===== config.mk =====
export PLATFORM = sky130hd
export DESIGN_NAME = shot_responder
export DESIGN_NICKNAME = d
export VERILOG_FILES = /design/src/rtl/shot_responder.sv
export SDC_FILE = /design/constraint.sdc
export NUM_CORES = 1
export LEC_CHECK = 0
export CAP_MARGIN = 20
export CORE_ASPECT_RATIO = 1.2
export CORE_UTILIZATION = 62
export CTS_CLUSTER_DIAMETER = 200
export DETAILED_ROUTE_END_ITERATION = 8
export PLACE_DENSITY = 0.81
export SLEW_MARGIN = 40
export SYNTH_ARGS = -nofsm -noshare
export SYNTH_HDL_FRONTEND = slang
export SYNTH_SLANG_ARGS = --single-unit

===== constraint.sdc =====
create_clock -name clk -period 4.7 [get_ports clk]
set_input_delay 0.94 -clock clk [delete_from_list [all_inputs] [get_ports clk]]
set_output_delay 0.94 -clock clk [all_outputs]
set_load 0.02 [all_outputs]

===== src/rtl/shot_responder.sv =====
// Defender-side shot responder: holds the fleet map, answers incoming shots with a verdict over valid/ack.
// Shot accept to resp_valid is 3 clk; the verdict is held until resp_ack, and no new shot is taken meanwhile.
module shot_responder #(
  parameter int GRID_ROWS = 10,
  parameter int GRID_COLS = 10
) (
  input  logic       clk,
  input  logic       rst,
  input  logic       game_active,
  input  logic       board_clear,
  input  logic       place_en,
  input  logic [7:0] place_addr,
  input  logic       shot_valid,
  input  logic [7:0] shot_addr,
  output logic       shot_ready,
  output logic       resp_valid,
  output logic [1:0] resp_msg,
  input  logic       resp_ack,
  output logic [7:0] ship_cells,
  output logic [7:0] hits_taken,
  output logic       fleet_sunk,
  input  logic [7:0] disp_addr,
  output logic [1:0] disp_cell
);

  localparam int NCELL = GRID_ROWS * GRID_COLS;
  localparam int IW    = $clog2(NCELL);

  localparam logic [1:0] IDLE   = 2'd0;
  localparam logic [1:0] LOOKUP = 2'd1;
  localparam logic [1:0] UPDATE = 2'd2;
  localparam logic [1:0] REPLY  = 2'd3;

  function automatic logic in_range(input logic [7:0] a);
    return (32'(a[7:4]) < GRID_ROWS) && (32'(a[3:0]) < GRID_COLS);
  endfunction

  function automatic logic [IW-1:0] cell_idx(input logic [7:0] a);
    return IW'(32'(a[7:4]) * GRID_COLS + 32'(a[3:0]));
  endfunction

  logic [1:0]       state_q, state_d;
  logic [NCELL-1:0] ship_q, ship_d;
  logic [NCELL-1:0] hit_q, hit_d;
  logic [7:0]       shot_addr_q, shot_addr_d;
  logic [1:0]       cell_q, cell_d;
  logic             resp_valid_q, resp_valid_d;
  logic [1:0]       resp_msg_q, resp_msg_d;
  logic [7:0]       ship_cells_q, ship_cells_d;
  logic [7:0]       hits_taken_q, hits_taken_d;
  logic             fleet_sunk_q, fleet_sunk_d;
  logic [1:0]       disp_cell_q, disp_cell_d;

  logic [IW-1:0] place_idx, shot_idx, disp_idx;

  assign place_idx = cell_idx(place_addr);
  assign shot_idx  = cell_idx(shot_addr_q);
  assign disp_idx  = cell_idx(disp_addr);

  always_comb begin
    state_d      = state_q;
    ship_d       = ship_q;
    hit_d        = hit_q;
    shot_addr_d  = shot_addr_q;
    cell_d       = cell_q;
    resp_valid_d = resp_valid_q;
    resp_msg_d   = resp_msg_q;
    ship_cells_d = ship_cells_q;
    hits_taken_d = hits_taken_q;
    fleet_sunk_d = fleet_sunk_q;
    disp_cell_d  = in_range(disp_addr) ? {hit_q[disp_idx], ship_q[disp_idx]} : 2'b00;

    case (state_q)
      IDLE: begin
        if (game_active) begin
          if (shot_valid) begin
            shot_addr_d = shot_addr;
            state_d     = LOOKUP;
          end
        end else if (board_clear) begin
          ship_d       = '0;
          hit_d        = '0;
          ship_cells_d = 8'd0;
          hits_taken_d = 8'd0;
          fleet_sunk_d = 1'b0;
        end else if (place_en && in_range(place_addr) && !ship_q[place_idx]) begin
          ship_d[place_idx] = 1'b1;
          ship_cells_d      = ship_cells_q + 8'd1;
        end
      end
      LOOKUP: begin
        cell_d  = in_range(shot_addr_q) ? {hit_q[shot_idx], ship_q[shot_idx]} : 2'b00;
        state_d = UPDATE;
      end
      UPDATE: begin
        // Only an unhit ship cell scores; a repeat on a hit cell counts as a miss.
        if (cell_q == 2'b01) begin
          hit_d[shot_idx] = 1'b1;
          hits_taken_d    = hits_taken_q + 8'd1;
          if (hits_taken_q + 8'd1 == ship_cells_q) begin
            resp_msg_d   = 2'b11;
            fleet_sunk_d = 1'b1;
          end else begin
            resp_msg_d = 2'b10;
          end
        end else begin
          resp_msg_d = 2'b01;
        end
        resp_valid_d = 1'b1;
        state_d      = REPLY;
      end
      default: begin
        if (resp_ack) begin
          resp_valid_d = 1'b0;
          resp_msg_d   = 2'b00;
          state_d      = IDLE;
        end
      end
    endcase
  end

  always_ff @(posedge clk or negedge rst) begin
    if (!rst) begin
      state_q      <= IDLE;
      ship_q       <= '0;
      hit_q        <= '0;
      shot_addr_q  <= 8'd0;
      cell_q       <= 2'b00;
      resp_valid_q <= 1'b0;
      resp_msg_q   <= 2'b00;
      ship_cells_q <= 8'd0;
      hits_taken_q <= 8'd0;
      fleet_sunk_q <= 1'b0;
      disp_cell_q  <= 2'b00;
    end else begin
      state_q      <= state_d;
      ship_q       <= ship_d;
      hit_q        <= hit_d;
      shot_addr_q  <= shot_addr_d;
      cell_q       <= cell_d;
      resp_valid_q <= resp_valid_d;
      resp_msg_q   <= resp_msg_d;
      ship_cells_q <= ship_cells_d;
      hits_taken_q <= hits_taken_d;
      fleet_sunk_q <= fleet_sunk_d;
      disp_cell_q  <= disp_cell_d;
    end
  end

  // Gated by rst so the handshake drops as soon as reset asserts.
  assign shot_ready = rst && game_active && (state_q == IDLE);
  assign resp_valid = resp_valid_q;
  assign resp_msg   = resp_msg_q;
  assign ship_cells = ship_cells_q;
  assign hits_taken = hits_taken_q;
  assign fleet_sunk = fleet_sunk_q;
  assign disp_cell  = disp_cell_q;

endmodule


==> flow_summary.toml <==
[floorplanning]
die_y_um = 166.6
start_util = 0.6385
rows = 59
die_area_um2 = 23190
core_area_um2 = 21920
io-pin-count = 54
die_w_um = 139.2

[worst_setup_path]
critPathMaxStageDelay_ns = 0.49
path_delay_family = "compound AO/OA/AOI/OAI gates"
crit_path_start_kind = "input port"
critical_path_buf_inv_count = 4
endpoint_kind = "flip-flop"
crit_top_cell = "ha_1"
critPathKind = "in -> reg"
crit_slowest_cell = "clkdlybuf4s50_1"
cp_cell_sequence = "clkdlybuf4s50_1, ha_1, ha_1, inv_1, fa_1, nand2b_1, o31ai_1, and2_1, o21ai_0, o41ai_1, buf_4, a31oi_4, buf_12, nor4b_1, a311o_1"
worst-endpoint-required_ns = 5.12
crit_fanout = 38
arrival_ns = 4.61

[clocking]
clkLatencyLatePin_ns = 0.54
tritoncts = "built"
cts_sinks = 234
cts_setup_buffers = 0
ctsResizeCount = 0
cts_max_level = 1
clockBufferDepth = 3
root_buffer = "clkbuf_16"
cts_buffers = 25
holdBufCountCts = 0
path_clk_slew_ns = 0.07

[drt]
drtIter0Drc = 1511
dr.pass1.iters = 8
wire_per_inst_um = 25.78
drc_errors = 2
ant_nets = 0
vias = 11510
wl_um = 41500
routed_via_density = 7.147

[global_route]
antenna_found_initial = 0
grt_pass1_vias = 12100
globalRouteOverflowTotal = 0
grt_pass1_wl_um = 66700
grt_max_degree = 167
grt.total_usage = 0.3726

[logic_synthesis]
synth_cell_types = 66
netlist_instances = 1266
avgSynthCellArea_um2 = 11.06
synthArstFlopShare = 1.000
synth-seq-cells = 234
syn-num-nets = 1328
ys_top_cells_by_area = "dfrtp_1, mux4_2, nor2_1"
mappedNetlistArea_um2 = 14000
synth-edff-count = 0
synth_ff_type = "dfrtp_1"
yosys-top-cells-count = "dfrtp_1, nor2_1, a21oi_1"
synth_seq_area_share = 0.4183
ys_warn_count = 0
synth_area_leader_cell = "dfrtp_1"
yosysTopAreaCellShare = 0.4183

[power_and_ir_drop]
total_power_mw = 9.523
vdd_drop_max_mv = 0.5403
power.leakage_nw = 7.066
power_density_nw_per_um2 = 593.8

[status]
violations = "design-rule violations"
status = "finished with violations"

[timing]
max_clock_freq_mhz = 238.5
finalWorstSetupSlack_ns = 0.5075
final_hold_viol_count = 0
final-max-slew-violation-count = 0
fin_crit_sh = 0.8920
min_period_ns = 4.193
setup_violations = 0
finClkSkew_ns = 0.02231
relSlewSlack = 0.4713
rsz0062_at_grt = "false"
tightest_slew_ns = 0.7930

[hold_path]
hp-class = "in -> async"

[cells_and_area]
layout.nets = 1379
antennaDiodeCount = 0
area_delta_synth_final_pct = 14.56
layout.cells.non_filler = 1610
fill_cells = 1455
drive_above_1_share = 0.2193

[place]
dp_slack_ns = -0.002463
dp_hpwl_um = 26570
portBuffers = 53
dpl.cell_count = 1563
gp_congestion = 1.069

[flow_run]
maxCapViolations = 0
[sequential cells by signal (all words and copies together), names as in the netlist]
register / flops
hits_taken: 8
ship_cells: 8
hit_q: 100
ship_q: 100
cell_q: 2
state_q: 2
shot_addr_q: 8
resp_valid: 1
fleet_sunk: 1
resp_msg: 2
disp_cell: 2
[final timing paths]
check,from,end,slack [ns],cells past startpoint
min in group clk,resp_msg[0]$_DFFE_PN0P_,resp_msg[0]$_DFFE_PN0P_,0.51,2
hold / removal,rst,shot_addr_q[4]$_DFFE_PN0P_,0.34,1
setup reg to reg,shot_addr_q[4]$_DFFE_PN0P_,cell_q[0]$_DFFE_PN0P_,0.99,9
setup / recovery,place_addr[5],ship_cells[5]$_DFFE_PN0P_,0.51,15
max in group asynchronous,rst,ship_q[91]$_DFFE_PN0P_,3.05,3
hold reg to reg,resp_msg[0]$_DFFE_PN0P_,resp_msg[0]$_DFFE_PN0P_,0.51,2
[through the flow]
step	instance area, um^2	utilization	setup TNS (ns)	hold WS [ns]
global route	16040	0.7314	0	0.3915
global placement	15140	0.6907	0	0.4789
finish	16040	0.7314	0	0.3357
floorplan	14000	-	0	0.4735
detailed placement	15150	0.6908	-0.002463	0.4776
CTS	15980	0.7286	0	0.3683
[report_power, final]
group | internal (mW) | total [mW] | switching, mW
Sequential | 2.38 | 2.81 | 0.424
Clock | 1.19 | 2.01 | 0.827
Combinational | 1.81 | 4.70 | 2.90
[cell type report]
class	instances	area (um^2)	area share
multi-input combinational	912	7749	0.4832
tap	274	342.8	0.02138
clock inverter	7	91.34	0.005696
clock buffer	39	738.2	0.04603
sequential	234	5859	0.3654
timing repair buffer	120	1166	0.07272
inverter	24	90.09	0.005618
[per-layer routing]
| layer | share of wire | global-route usage |
|---|---|---|
| met4 | 0.066 | 0.2377 |
| met3 | 0.088 | 0.07246 |
| met1 | 0.35 | 0.4553 |
| met5 | 0 | 0 |
| met2 | 0.50 | 0.6120 |
[cell families after synthesis]
group / share of synthesized area
AOI/OAI and AO/OA: 0.1332
xor gates and xnor gates: 0.01877
adders and majority gates: 0.03093
buffers and inverters: 0.03602
DFF: 0.4183
muxes: 0.2437
and+or+nand+nor: 0.1191
[layout by cell type, fill, tap and decap left out, types with 11 or more instances in the layout]
master	instances
clkdlybuf4s50_1	51
inv_1	24
nor2_1	233
nand3_1	17
nor2b_1	15
mux4_2	131
o21ai_0	29
ha_1	22
dfrtp_1	233
nor3_1	14
buf_4	57
mux2i_1	19
nand2_1	37
a21oi_1	137
mux2_2	24
a22o_1	14
clkbuf_16	25
xnor2_1	18
and3_1	11
a31oi_1	57
Note: power is estimated with default switching activity, not from simulation.
